[src/rtl/rcomp_uart_pkg.sv]
// Shared definitions for the rcomp UART receiver: default line timing,
// the receiver FSM state encoding and a small majority-vote helper.
// Build option: RCOMP_UART_RX_PARITY_EN adds the PARITY state.
package rcomp_uart_pkg;

   localparam int DEF_CLK_FREQ = 50_000_000;
   localparam int DEF_UART_BPS = 115_200;

   // state     | meaning
   // ST_IDLE   | line idle, waiting for a synchronised 1->0 edge
   // ST_START  | inside the start bit, rejecting glitches
   // ST_DATA   | shifting in payload bits, LSB first
   // ST_PARITY | receiving the parity bit (parity builds only)
   // ST_STOP   | checking stop bit(s), then reporting the frame
   typedef enum logic [2:0] {
      ST_IDLE   = 3'd0,
      ST_START  = 3'd1,
      ST_DATA   = 3'd2,
`ifdef RCOMP_UART_RX_PARITY_EN
      ST_PARITY = 3'd3,
`endif
      ST_STOP   = 3'd4
   } rx_state_e;

   function automatic logic maj3(input logic a, input logic b, input logic c);
      return (a & b) | (a & c) | (b & c);
   endfunction

endpackage

[src/rtl/rcomp_uart_bit_sampler.sv]
// Bit-period timer and 3-sample majority voter for the UART receiver.
// The counter holds at zero while run is low, so every new frame begins
// its first bit period at count 0. Samples are taken at MID-1, MID and
// MID+1; the vote is presented during the MID+1 cycle together with
// sample_done. bit_end marks the last count of each bit period.
module rcomp_uart_bit_sampler
   import rcomp_uart_pkg::*;
#(
   parameter int BPS_CNT = DEF_CLK_FREQ / DEF_UART_BPS
) (
   input  logic clk,
   input  logic rst_n,
   input  logic run,
   input  logic rxd,
   output logic sample_done,
   output logic bit_end,
   output logic bit_val
);

   localparam int MID   = BPS_CNT / 2;
   localparam int CNT_W = $clog2(BPS_CNT);

   localparam logic [CNT_W-1:0] CNT_S0   = CNT_W'(MID - 1);
   localparam logic [CNT_W-1:0] CNT_S1   = CNT_W'(MID);
   localparam logic [CNT_W-1:0] CNT_S2   = CNT_W'(MID + 1);
   localparam logic [CNT_W-1:0] CNT_LAST = CNT_W'(BPS_CNT - 1);

   logic [CNT_W-1:0] cnt_q, cnt_d;
   logic             smp0_q, smp0_d;
   logic             smp1_q, smp1_d;

   // next bit-period count and the two early samples of the vote
   always_comb begin
      cnt_d  = cnt_q;
      smp0_d = smp0_q;
      smp1_d = smp1_q;
      if (!run) begin
         cnt_d = '0;
      end else if (cnt_q == CNT_LAST) begin
         cnt_d = '0;
      end else begin
         cnt_d = cnt_q + 1'b1;
      end
      if (run && (cnt_q == CNT_S0)) begin
         smp0_d = rxd;
      end
      if (run && (cnt_q == CNT_S1)) begin
         smp1_d = rxd;
      end
   end

   // counter and sample registers
   always_ff @(posedge clk or negedge rst_n) begin
      if (!rst_n) begin
         cnt_q  <= '0;
         smp0_q <= 1'b1;
         smp1_q <= 1'b1;
      end else begin
         cnt_q  <= cnt_d;
         smp0_q <= smp0_d;
         smp1_q <= smp1_d;
      end
   end

   assign sample_done = run && (cnt_q == CNT_S2);
   assign bit_end     = run && (cnt_q == CNT_LAST);
   assign bit_val     = maj3(smp0_q, smp1_q, rxd);

endmodule

[src/rtl/rcomp_uart_rx_pro.sv]
// UART receiver: 2-flop synchroniser, start-edge detect, glitch-rejecting
// start bit, DATA_BITS payload LSB first, optional parity, 1 or 2 stop bits.
// A frame is reported one cycle after the last stop bit's final sample, so
// the FSM is back in IDLE half a bit early and back-to-back frames are kept.
// Build option: define RCOMP_UART_RX_PARITY_EN to receive one parity bit.
module rcomp_uart_rx_pro
   import rcomp_uart_pkg::*;
#(
   parameter int CLK_FREQ   = DEF_CLK_FREQ,
   parameter int UART_BPS   = DEF_UART_BPS,
   parameter int DATA_BITS  = 8,
   parameter int STOP_BITS  = 1,
   parameter int PARITY_ODD = 0
) (
   input  logic                 clk,
   input  logic                 rst_n,
   input  logic                 uart_rxd,
   output logic                 uart_done,
   output logic [DATA_BITS-1:0] uart_data,
   output logic                 frame_err,
   output logic                 parity_err
);

   localparam int BPS_CNT = CLK_FREQ / UART_BPS;
   localparam int IDX_W   = $clog2(DATA_BITS);

   localparam logic [IDX_W-1:0] LAST_IDX  = IDX_W'(DATA_BITS - 1);
   localparam logic             LAST_STOP = (STOP_BITS == 2);

   // elaboration-time parameter sanity
   if ((DATA_BITS < 5) || (DATA_BITS > 9)) begin : g_bad_data_bits
      $error("rcomp_uart_rx_pro: DATA_BITS must be 5..9");
   end
   if ((STOP_BITS != 1) && (STOP_BITS != 2)) begin : g_bad_stop_bits
      $error("rcomp_uart_rx_pro: STOP_BITS must be 1 or 2");
   end
   if ((PARITY_ODD != 0) && (PARITY_ODD != 1)) begin : g_bad_parity_odd
      $error("rcomp_uart_rx_pro: PARITY_ODD must be 0 or 1");
   end

   logic rxd_s1_q, rxd_s2_q, rxd_s3_q;
   logic rx_fall;

   rx_state_e            state_q, state_d;
   logic [IDX_W-1:0]     bit_idx_q, bit_idx_d;
   logic                 stop_idx_q, stop_idx_d;
   logic [DATA_BITS-1:0] shift_q, shift_d;
   logic                 ferr_acc_q, ferr_acc_d;
   logic                 done_q, done_d;
   logic [DATA_BITS-1:0] data_q, data_d;
   logic                 ferr_q, ferr_d;
   logic                 perr_q, perr_d;
`ifdef RCOMP_UART_RX_PARITY_EN
   logic                 par_bit_q, par_bit_d;
   localparam logic      PAR_ODD_BIT = (PARITY_ODD != 0);
`endif

   logic sample_done, bit_end, bit_val;
   logic run;

   // synchroniser plus one delayed copy for falling-edge detection
   always_ff @(posedge clk or negedge rst_n) begin
      if (!rst_n) begin
         rxd_s1_q <= 1'b1;
         rxd_s2_q <= 1'b1;
         rxd_s3_q <= 1'b1;
      end else begin
         rxd_s1_q <= uart_rxd;
         rxd_s2_q <= rxd_s1_q;
         rxd_s3_q <= rxd_s2_q;
      end
   end

   assign rx_fall = rxd_s3_q & ~rxd_s2_q;
   assign run     = (state_q != ST_IDLE);

   rcomp_uart_bit_sampler #(
      .BPS_CNT (BPS_CNT)
   ) u_sampler (
      .clk         (clk),
      .rst_n       (rst_n),
      .run         (run),
      .rxd         (rxd_s2_q),
      .sample_done (sample_done),
      .bit_end     (bit_end),
      .bit_val     (bit_val)
   );

   // receiver FSM and frame result capture
   always_comb begin
      state_d    = state_q;
      bit_idx_d  = bit_idx_q;
      stop_idx_d = stop_idx_q;
      shift_d    = shift_q;
      ferr_acc_d = ferr_acc_q;
      done_d     = 1'b0;
      data_d     = data_q;
      ferr_d     = ferr_q;
      perr_d     = perr_q;
`ifdef RCOMP_UART_RX_PARITY_EN
      par_bit_d  = par_bit_q;
`endif
      case (state_q)
         ST_IDLE: begin
            if (rx_fall) begin
               state_d    = ST_START;
               bit_idx_d  = '0;
               stop_idx_d = 1'b0;
               ferr_acc_d = 1'b0;
            end
         end
         ST_START: begin
            if (sample_done && bit_val) begin
               state_d = ST_IDLE;
            end else if (bit_end) begin
               state_d = ST_DATA;
            end
         end
         ST_DATA: begin
            if (sample_done) begin
               for (int i = 0; i < DATA_BITS; i++) begin
                  if (bit_idx_q == IDX_W'(i)) begin
                     shift_d[i] = bit_val;
                  end
               end
            end
            if (bit_end) begin
               if (bit_idx_q == LAST_IDX) begin
                  bit_idx_d = '0;
`ifdef RCOMP_UART_RX_PARITY_EN
                  state_d   = ST_PARITY;
`else
                  state_d   = ST_STOP;
`endif
               end else begin
                  bit_idx_d = bit_idx_q + 1'b1;
               end
            end
         end
`ifdef RCOMP_UART_RX_PARITY_EN
         ST_PARITY: begin
            if (sample_done) begin
               par_bit_d = bit_val;
            end
            if (bit_end) begin
               state_d = ST_STOP;
            end
         end
`endif
         ST_STOP: begin
            if (sample_done) begin
               if (stop_idx_q == LAST_STOP) begin
                  state_d = ST_IDLE;
                  done_d  = 1'b1;
                  data_d  = shift_q;
                  ferr_d  = ferr_acc_q | ~bit_val;
`ifdef RCOMP_UART_RX_PARITY_EN
                  perr_d  = ((^shift_q) ^ par_bit_q) != PAR_ODD_BIT;
`else
                  perr_d  = 1'b0;
`endif
               end else begin
                  ferr_acc_d = ferr_acc_q | ~bit_val;
               end
            end
            if (bit_end) begin
               stop_idx_d = 1'b1;
            end
         end
         default: begin
            state_d = ST_IDLE;
         end
      endcase
   end

   // FSM and output registers
   always_ff @(posedge clk or negedge rst_n) begin
      if (!rst_n) begin
         state_q    <= ST_IDLE;
         bit_idx_q  <= '0;
         stop_idx_q <= 1'b0;
         shift_q    <= '0;
         ferr_acc_q <= 1'b0;
         done_q     <= 1'b0;
         data_q     <= '0;
         ferr_q     <= 1'b0;
         perr_q     <= 1'b0;
      end else begin
         state_q    <= state_d;
         bit_idx_q  <= bit_idx_d;
         stop_idx_q <= stop_idx_d;
         shift_q    <= shift_d;
         ferr_acc_q <= ferr_acc_d;
         done_q     <= done_d;
         data_q     <= data_d;
         ferr_q     <= ferr_d;
         perr_q     <= perr_d;
      end
   end

`ifdef RCOMP_UART_RX_PARITY_EN
   // received parity bit, held for the end-of-frame check
   always_ff @(posedge clk or negedge rst_n) begin
      if (!rst_n) begin
         par_bit_q <= 1'b0;
      end else begin
         par_bit_q <= par_bit_d;
      end
   end
`endif

   assign uart_done  = done_q;
   assign uart_data  = data_q;
   assign frame_err  = ferr_q;
   assign parity_err = perr_q;

endmodule

[config.mk]
export PLATFORM = sky130hd
export DESIGN_NAME = rcomp_uart_rx_pro
export DESIGN_NICKNAME = d
export VERILOG_FILES = /design/src/rtl/rcomp_uart_pkg.sv /design/src/rtl/rcomp_uart_bit_sampler.sv /design/src/rtl/rcomp_uart_rx_pro.sv
export SDC_FILE = /design/constraint.sdc
export NUM_CORES = 1
export LEC_CHECK = 0
export BUFFER_PORTS_ARGS = -buffer_cell sky130_fd_sc_hd__buf_4
export CAP_MARGIN = 0
export CORE_ASPECT_RATIO = 1.5
export CORE_MARGIN = 5
export CORE_UTILIZATION = 30
export DETAILED_ROUTE_END_ITERATION = 6
export GPL_ROUTABILITY_DRIVEN = 0
export MAX_ROUTING_LAYER = met4
export PLACE_DENSITY = 0.52
export SYNTH_ARGS = -nofsm -noshare
export SYNTH_HDL_FRONTEND = slang
export SYNTH_HIERARCHICAL = 1
export SYNTH_SLANG_ARGS = --single-unit
[constraint.sdc]
create_clock -name clk -period 2.8 [get_ports clk]
set_clock_uncertainty 0.1 [all_clocks]
set_input_delay 0.14 -clock clk [delete_from_list [all_inputs] [get_ports clk]]
set_output_delay 0.14 -clock clk [all_outputs]
set_load 0.05 [all_outputs]
### After elaboration in Yosys (flattened, before gate mapping)

Cells that the tools add are included.

* $add $sub $neg: 2
* $mul: 0
* div/mod/pow operators: 0
* order comparisons: 0
* eq/ne operators: 22
* shifts and indexed selects: 0
* mux-type cells: 23
* bitwise logic cells: 10
* reductions and logical operators: 23

Operators by type and width (count)
* 3-bit AND reduction: 11
* 3-bit two-way mux: 10
* 9-bit by 8-bit == test with 1-bit output, second input constant: 3
* 9-bit two-way mux: 2
* 3-bit == test, second input constant: 5
* 2-bit != test, second input constant: 7
* 3-bit case mux with 4 select lines: 1
* 9-bit by 1-bit adder with 9-bit output, second input constant: 1
* 3-bit by 2-bit == test with 1-bit output, second input constant: 3
* 9-bit == test, second input constant: 1
* 1-bit two-way mux: 7
* 3-bit by 1-bit == test with 1-bit output, second input constant: 2
* 3-bit zero test: 2
* 3-bit case mux with 2 select lines: 1
* 6-bit AND reduction: 1
* 1-bit logical AND: 5
* 1-bit bitwise AND: 4
* 1-bit case mux with 2 select lines: 2
* 4-bit AND reduction: 1
* 2-bit nonzero test: 2
* 3-bit by 1-bit adder with 3-bit output, second input constant: 1
* 3-bit != test, second input constant: 1
* 1-bit inverter: 3
* 1-bit OR: 3
* 3-bit nonzero test: 1

* flip-flop bits (word level): 40
* bits in latches: 0
* RAM bits: 0
* bits in read-only memories: 0
* bits of input ports: 3
* output and inout bits: 11
* word-level logic and storage cells: 101
* memories kept: 0

### Depth between registers and ports, before layout

Gate-level depths: netlist of the first run.

* depth in word-level cells: 8
* gate-level depth with buffers: 10
* mapped depth without buffers: 8

### Modules after synthesis

The synthesis of the first run kept the hierarchy.

By module, submodules not included
* rcomp_uart_rx_pro: instances 1, cells each 122, area an instance 1347.5 µm², seq. area each 729.4 µm²
* rcomp_uart_bit_sampler: instances 1, cells each 58, area an instance 591.8 µm², seq. area each 277.8 µm²

### Least setup slack after synthesis of the first run

No wires, ideal clock.

* path kind: reg2reg
* from: register state_q[0]
* to: register data_q[0], in the netlist uart_data[0]
* library setup time: 125 ps
* arrival time: 2276 ps
* required time: 2575 ps
* path slack: 299 ps
* stages on the path, launching flop included: 10
* path buffers: 3
* clock period less this slack: 2501 ps
* cell sequence: dfrtp_1 -> buf_4 -> or3_1 -> and4bb_2 -> and3_1 -> buf_4 -> and2b_1 -> nand3_1 -> buf_2 -> mux2_2

* cells in the longest elaborated chain, start to end: 3
* elaborated cells between the ends (all ways): 4
* those cells by class: eq/ne: 1; reduce/logical: 3

RTL lines
* from (decl): RTL line rcomp_uart_rx_pro.sv:44 `rx_state_e state_q, state_d;`
* from (signal assigned): RTL line rcomp_uart_rx_pro.sv:189 `state_q <= state_d;`
* 3-bit nonzero test: RTL line rcomp_uart_rx_pro.sv:75 `assign run = (state_q != ST_IDLE);`
* via run: RTL line rcomp_uart_rx_pro.sv:59 `logic run;`
* 1-bit logical AND: RTL line rcomp_uart_bit_sampler.sv:65 `assign sample_done = run && (cnt_q == CNT_S2);`
* via sample_done: RTL line rcomp_uart_rx_pro.sv:58 `logic sample_done, bit_end, bit_val;`
* 3-bit AND reduction (no source line)
* to (signal assigned): RTL line rcomp_uart_rx_pro.sv:195 `data_q <= data_d;`
* to (decl): RTL line rcomp_uart_rx_pro.sv:50 `logic [DATA_BITS-1:0] data_q, data_d;`

The timed path passes the listed nets, and every way through them passes these cells.
A chain may end at the register's enable or synchronous reset.

### Worst setup path after layout of the first run

Ends and elaborated chain as after synthesis.

==> results of run 1 <==
-- registers in the layout, summed over array words and instances, names as in the netlist --
register,flops
rxd_s1_q,1
bit_idx_q,3
uart_data,8
rxd_s3_q,1
ferr_acc_q,1
shift_q,8
u_sampler/smp0_q,1
rxd_s2_q,1
stop_idx_q,1
u_sampler/cnt_q,9
uart_done,1
u_sampler/smp1_q,1
state_q,3
frame_err,1
-- worst min-delay path by stage --
stage	end	slack, ps	cells after the start
6_report	uart_done	260	2
5_1_grt	rxd_s2_q	270	0
4_1_cts	rxd_s2_q	260	0
3_5_place_dp	stop_idx_q	60	1
3_3_place_gp	stop_idx_q	60	1
2_1_floorplan	bit_idx_q[0]	-260	0
-- power by group through the flow --
stage          Clock, mW  Sequential [mW]  Combinational [mW]
3_5_place_dp           0            0.681               0.157
5_1_grt            0.514            0.680               0.187
2_1_floorplan          0            0.668               0.120
3_3_place_gp           0            0.681               0.159
4_1_cts            0.484            0.670               0.161
6_report           0.464            0.671               0.158
-- critical path, delay by kind of cell (launching register included) --
| kind | cells | cell delay, ps |
|---|---|---|
| DFF | 1 | 380 |
| and+or+nand+nor | 5 | 1400 |
| muxes | 1 | 390 |
-- cells in the mapped netlist, drive strengths merged --
library cell	count	area [µm²]
nor3b	2	26.3
a41oi	1	8.76
mux2	11	128
o22ai	1	6.26
nand2	17	63.8
a22o	1	10.0
o221a	1	11.3
o21ai	15	78.8
dfrtp	35	876
or3	6	37.5
nand4	1	6.26
or3b	1	8.76
o31ai	6	45.0
and3	1	6.26
nand2b	1	6.26
or2	1	6.26
and4bb	1	12.5
and4b	1	10.0
nor3	2	10.0
ha	10	125
nor2	13	48.8
o211ai	1	7.51
and2b	1	7.51
clkinv	1	3.75
inv	8	30.0
dfstp	5	131
o21a	1	7.51
maj3	1	10.0
nand3	9	45.0
nand4b	1	8.76
xor2	2	17.5
nand4bb	1	11.3
conb	1	3.75
a21oi	12	60.1
buf	6	46.3
xnor2	1	8.76
a211o	1	8.76
-- what timing repair did --
action	4_1_cts	5_1_grt
hold buffers	2	0
gates resized for setup	0	0
endpoints found under the hold margin	36	0
-- layer usage --
layer / wire, µm / share of wire
met2: 1800 / 0.51
met1: 1510 / 0.43
met4: 70 / 0.020
met3: 145 / 0.041
met5: 0 / 0
-- layout by cell type, fill, tap and decap left out, drive strengths merged, types with 2 or more instances in the layout --
cell / netlist / routed
dfrtp: 35 / 35
nand2: 17 / 17
buf: 6 / 17
o21ai: 15 / 15
nor2: 13 / 13
a21oi: 12 / 12
mux2: 11 / 11
ha: 10 / 10
nand3: 9 / 9
inv: 8 / 8
or3: 6 / 6
o31ai: 6 / 6
clkbuf: 0 / 6
dfstp: 5 / 5
nor3: 2 / 2
dlygate4sd3: 0 / 2
xor2: 2 / 2
clkinv: 1 / 2
nor3b: 2 / 2
-- cell type report --
cell class / instances / area (µm²)
Multi-Input combinational cell: 125 / 852
Clock buffer: 6 / 72.6
Tap cell: 76 / 95.1
Clock inverter: 2 / 35.0
Sequential cell: 40 / 1010
Fill cell: 644 / 4150
Timing Repair Buffer: 19 / 148
Inverter: 9 / 33.8
-- per-stage QoR --
stage	cells	hold WS [ps]	worst slack, ps	total power, mW	cell area, µm²
2_1_floorplan	180	-256	299	0.788	1940
3_3_place_gp	267	57.9	422	0.840	2120
3_5_place_dp	267	55.3	388	0.838	2120
4_1_cts	277	259	379	1.31	2240
5_1_grt	277	268	283	1.38	2240
6_report	277	255	414	1.29	2240
-- cell families (layout without fill, tap and decap cells) --
family,Yosys count,count (layout),synth area share
buf+inv,15,36,0.0413
simple gates,59,59,0.163
other cells,1,1,0.00193
flops,40,40,0.519
fa+ha+maj,11,11,0.0697
mux,11,11,0.0658
xor+xnor,3,3,0.0136
compound gates,40,40,0.126
==> impl_metrics.csv, run 1 <==
group,metric,value,unit
critical_path,arrival_time_of_data_at_the_critical_path_endpoint,2470,ps
critical_path,setup.worst_path.start,"state_q[0]",
critical_path,regToRegStartpoint,"state_q[0]",
clock_network,numCtsBuffers,5,
global_route,met3_usage,0.0335,
sta,worst_slew_margin_rel,0.666,
power,switching_power,346,µW
power,p_per_area,576,mW/mm²
critical_path,r2r_setup_slack,410,ps
clock_network,cts.sinks,40,
synthesis,avgSynthCellArea,10.8,µm²
synthesis,synth_area,0.00194,mm²
routing,drc_violation_count_after_routing,0,
clock_network,cts_tree,"yes",
critical_path,cp_slowest_cell,"or3_1",
power,power_leakage,1.01,nW
critical_path,worstSetupStartpointType,"flop",
sta,maxClockFrequency,0.419,GHz
global_route,antenna_found_initial,0,
routing,first_pass_iters,4,
routing,route.detailed.vias_per_inst,4.68,
sta,period_minus_slack,2390,ps
critical_path,worstPathMaxFanout,11,
clock_network,post-cts-setup-buffers,0,
layout,fin_util,0.351,
synthesis,synth_seq_cells,40,
layout,antenna_cells,0,
sta,rsz0062_at_grt,"no",
power,netSwitchingFraction,0.268,
clock_network,cts-root-to-sink-buffers,2,
synthesis,synth_cell_type_count,43,
clock_network,number_of_h_tree_levels,2,
power,part_of_the_total_power_dissipated_in_combinational_logic,0.122,
critical_path,worst_case_reg_to_reg_path_depth,6,
critical_path,critPathCapture,"uart_data[0]",
synthesis,synth.net_count,193,
placement,port_buffers,12,
min_path,hp-class,"in2async",
global_route,global_route.usage.met1,0.112,
critical_path,slowest_delay,420,ps
routing,route.vias.total,1297,
layout,final_layout_size_suffix_gt1_frac,0.219,
floorplanning,pin_count,14,
critical_path,timing.critical_path.required,2880,ps
global_route,grt_start_max_net_pins,41,
routing,detailedRoute.firstIterationViolations,53,
global_route,all_layer_gr_usage,0.105,
global_route,globalRoute.busiestLayer,"met2",
floorplanning,fp.dieH,108,µm
synthesis,share_of_synthesized_area_occupied_by_flip_flops_and_latches,0.519,
job,cap_violations,0,
layout,final_net_count,213,
global_route,via_count_of_the_first_global_routing_pass,1397,
power,vdd_drop_max,0.000391,V
floorplanning,design.core.area,0.00640,mm²
clock_network,clkSlewWorstSetupHoldPaths,80,ps
floorplanning,die_width,75.7,µm
routing,detail_route.wl_per_cell,12.7,µm
layout,layout-area-overhead-vs-synth,15.7,%
critical_path,path_class,"reg2reg",
sta,timing.setup.tns,0,ps
sta,timing_worst_slew_pin_value,499,ps
routing,routed_wirelength,3.52,mm
floorplanning,placementRows,36,
global_route,globalRouteOverflowTotal,0,
sta,final-setup-viol-count,0,
global_route,grt_first_pass_wirelength,6.36,mm
global_route,groute.layer.met2.usage,0.176,
critical_path,path_cells,"or3_1, and4bb_2, and3_1, and2b_1, nand3_1, mux2_2",
critical_path,reg2reg_to,"uart_data[0]",
power,power.sequential.fraction,0.519,
floorplanning,initial_core_util,0.303,
floorplanning,die_area,0.00821,mm²
run_status,status,"finished, final reports clean",
power,internal_power,946,µW
placement,hpwl,2.52,mm
synthesis,synth_warnings,6,
clock_network,clk_root_buffer_cell,"clkbuf_8",
synthesis,synthCells,180,
clock_network,clock_latency,290,ps
sta,timing_max_transition_violations_final,0,
critical_path,crit_path_end_kind,"flop",
sta,finalHoldViolCount,0,
power,clkPwrFrac,0.359,
sta,post-route-period-util,0.852,
routing,detail-route-antenna-nets,0,
No activity file was read; power rests on OpenSTA's default activity.
==> run 2, diff against run 1 <==
CORE_UTILIZATION = 55   (was 30)
PLACE_DENSITY = 0.81   (was 0.52)
==> run 2 against run 1 <==
  * Maximum frequency down 5.4%
  * Setup slack worse by 140 ps
  * Via count up 3.1%
  * Global-route usage up 7.1 points
  * Final cell count down 13%
  * Worst hold slack better by 4.6 ps
  * Sequential power about the same
  * First-iteration DRC count down 51%
  * Register-to-register slack worse by 140 ps
  * Combinational power about the same
  * Clock-buffer cell count unchanged
  * Core utilization up 29 points
  * Critical endpoint is now uart_data[3]
==> impl_metrics.csv, run 2 (synthesis results as in run 1) <==
group,metric,value,unit
placement,port_buffers,12,
critical_path,crit_path_end_kind,"flop",
power,vdd_drop_max,0.000426,V
floorplanning,fp.dieH,82.7,µm
routing,route.detailed.vias_per_inst,5.52,
clock_network,clk_root_buffer_cell,"clkbuf_8",
clock_network,cts-hold-fix-buffers,2,
layout,final_layout_size_suffix_gt1_frac,0.220,
critical_path,timing.critical_path.required,2880,ps
sta,period_minus_slack,2520,ps
clock_network,post-cts-setup-buffers,0,
power,power,1.22,mW
min_path,hp-class,"in2async",
sta,setup_slack,279,ps
placement,placed_cells_incl_taps,232,
floorplanning,design.core.area,0.00342,mm²
routing,route.vias.total,1337,
global_route,grt_start_max_net_pins,41,
routing,first_pass_iters,4,
layout,layout-area-overhead-vs-synth,12.3,%
run_status,status,"finished, final reports clean",
placement,pre_cts_slack,284,ps
layout,most_common_cell_after_layout_fill_and_taps_aside,"dfrtp_1",
critical_path,path_class,"reg2reg",
layout,largest_register_ffs,9,
layout,layoutNonFillerInstCount,242,
routing,routed_wirelength,3.58,mm
routing,detail_route.wl_per_cell,14.8,µm
power,p_per_area,558,mW/mm²
floorplanning,placementRows,26,
sta,timing.setup.tns,0,ps
layout,antenna_cells,0,
placement,hpwl,2.62,mm
layout,top_register,"u_sampler/cnt_q",
routing,detailedRoute.firstIterationViolations,26,
clock_network,numCtsBuffers,5,
routing,detail-route-antenna-nets,0,
floorplanning,pin_count,14,
clock_network,clkSlewWorstSetupHoldPaths,70,ps
sta,post-route-period-util,0.900,
critical_path,worstSetupStartpointType,"flop",
job,cap_violations,0,
layout,final_net_count,212,
sta,timing_max_transition_violations_final,0,
sta,finalHoldViolCount,0,
power,power_leakage,0.999,nW
sta,rsz0062_at_grt,"no",
global_route,grt_first_pass_wirelength,6.15,mm
clock_network,clock_latency,290,ps
sta,final-setup-viol-count,0,
global_route,via_count_of_the_first_global_routing_pass,1459,
global_route,globalRouteOverflowTotal,0,
clock_network,cts_resized,0,
global_route,antenna_found_initial,0,
critical_path,worstPathMaxFanout,12,
floorplanning,die_area,0.00484,mm²
clock_network,cts-root-to-sink-buffers,2,
layout,final_cell_mix,"dfrtp_1 (35), nand2_1 (17), buf_4 (16)",
floorplanning,initial_core_util,0.568,
routing,drc_violation_count_after_routing,0,
sta,maxClockFrequency,0.397,GHz
clock_network,cts.sinks,40,
global_route,all_layer_gr_usage,0.176,
floorplanning,die_width,58.5,µm
clock_network,cts_tree,"yes",
critical_path,arrival_time_of_data_at_the_critical_path_endpoint,2600,ps
clock_network,number_of_h_tree_levels,2,
run 2: cell types whose count changed in the layout (fill, tap and decap cells not counted), sizes merged:
| cell | change |
|---|---|
| bufinv | -1 |
| buf | -1 |
| clkinv | +1 |
run 2: through the flow:
step           hold WS (ps)  area [µm²]  utilization
6_report                260        2180        0.638
2_1_floorplan          -256        1940            -
3_3_place_gp           27.7        2070        0.605
5_1_grt                 268        2180        0.638
3_5_place_dp           39.1        2070        0.605
4_1_cts                 262        2180        0.638
run 2: layer usage:
metal / wire (µm) / up-vias / global-route usage
met3: 145 / 11 / 0.0498
met2: 1970 / 33 / 0.313
li1: - / 663 / -
met5: 0 / - / -
met4: 108 / 0 / 0.104
met1: 1350 / 630 / 0.165
run 2: layout make-up:
class                      count  area (µm²)
timing repair buffer          18         140
clock inverter                 2        10.0
inverter                       9        33.8
sequential                    40        1010
fill                         276        1240
tap                           42        52.6
multi-input combinational    125         852
clock buffer                   6        82.6
run 2: final timing paths:
kind                               endpoint  cells past startpoint  slack [ps]       start
min in group clk                   rxd_s2_q                      0         260    rxd_s1_q
setup reg to reg               uart_data[3]                      6         280  state_q[1]
hold / removal                 uart_data[3]                      2         260       rst_n
max in group asynchronous  u_sampler/smp0_q                      2        1990       rst_n
hold reg to reg                    rxd_s2_q                      0         260    rxd_s1_q
setup / recovery               uart_data[3]                      6         280  state_q[1]
run 2: worst max-delay path, cell delays in order (launching register included):
cell	delay, ps
dfrtp_1	490
or3_1	430
and4bb_2	260
and3_1	190
and2b_1	170
nand3_1	350
mux2_2	410
run 2: report_power, final:
part / internal [mW] / switching (mW)
clock network: 0.196 / 0.195
logic: 0.0647 / 0.0917
registers: 0.618 / 0.0502
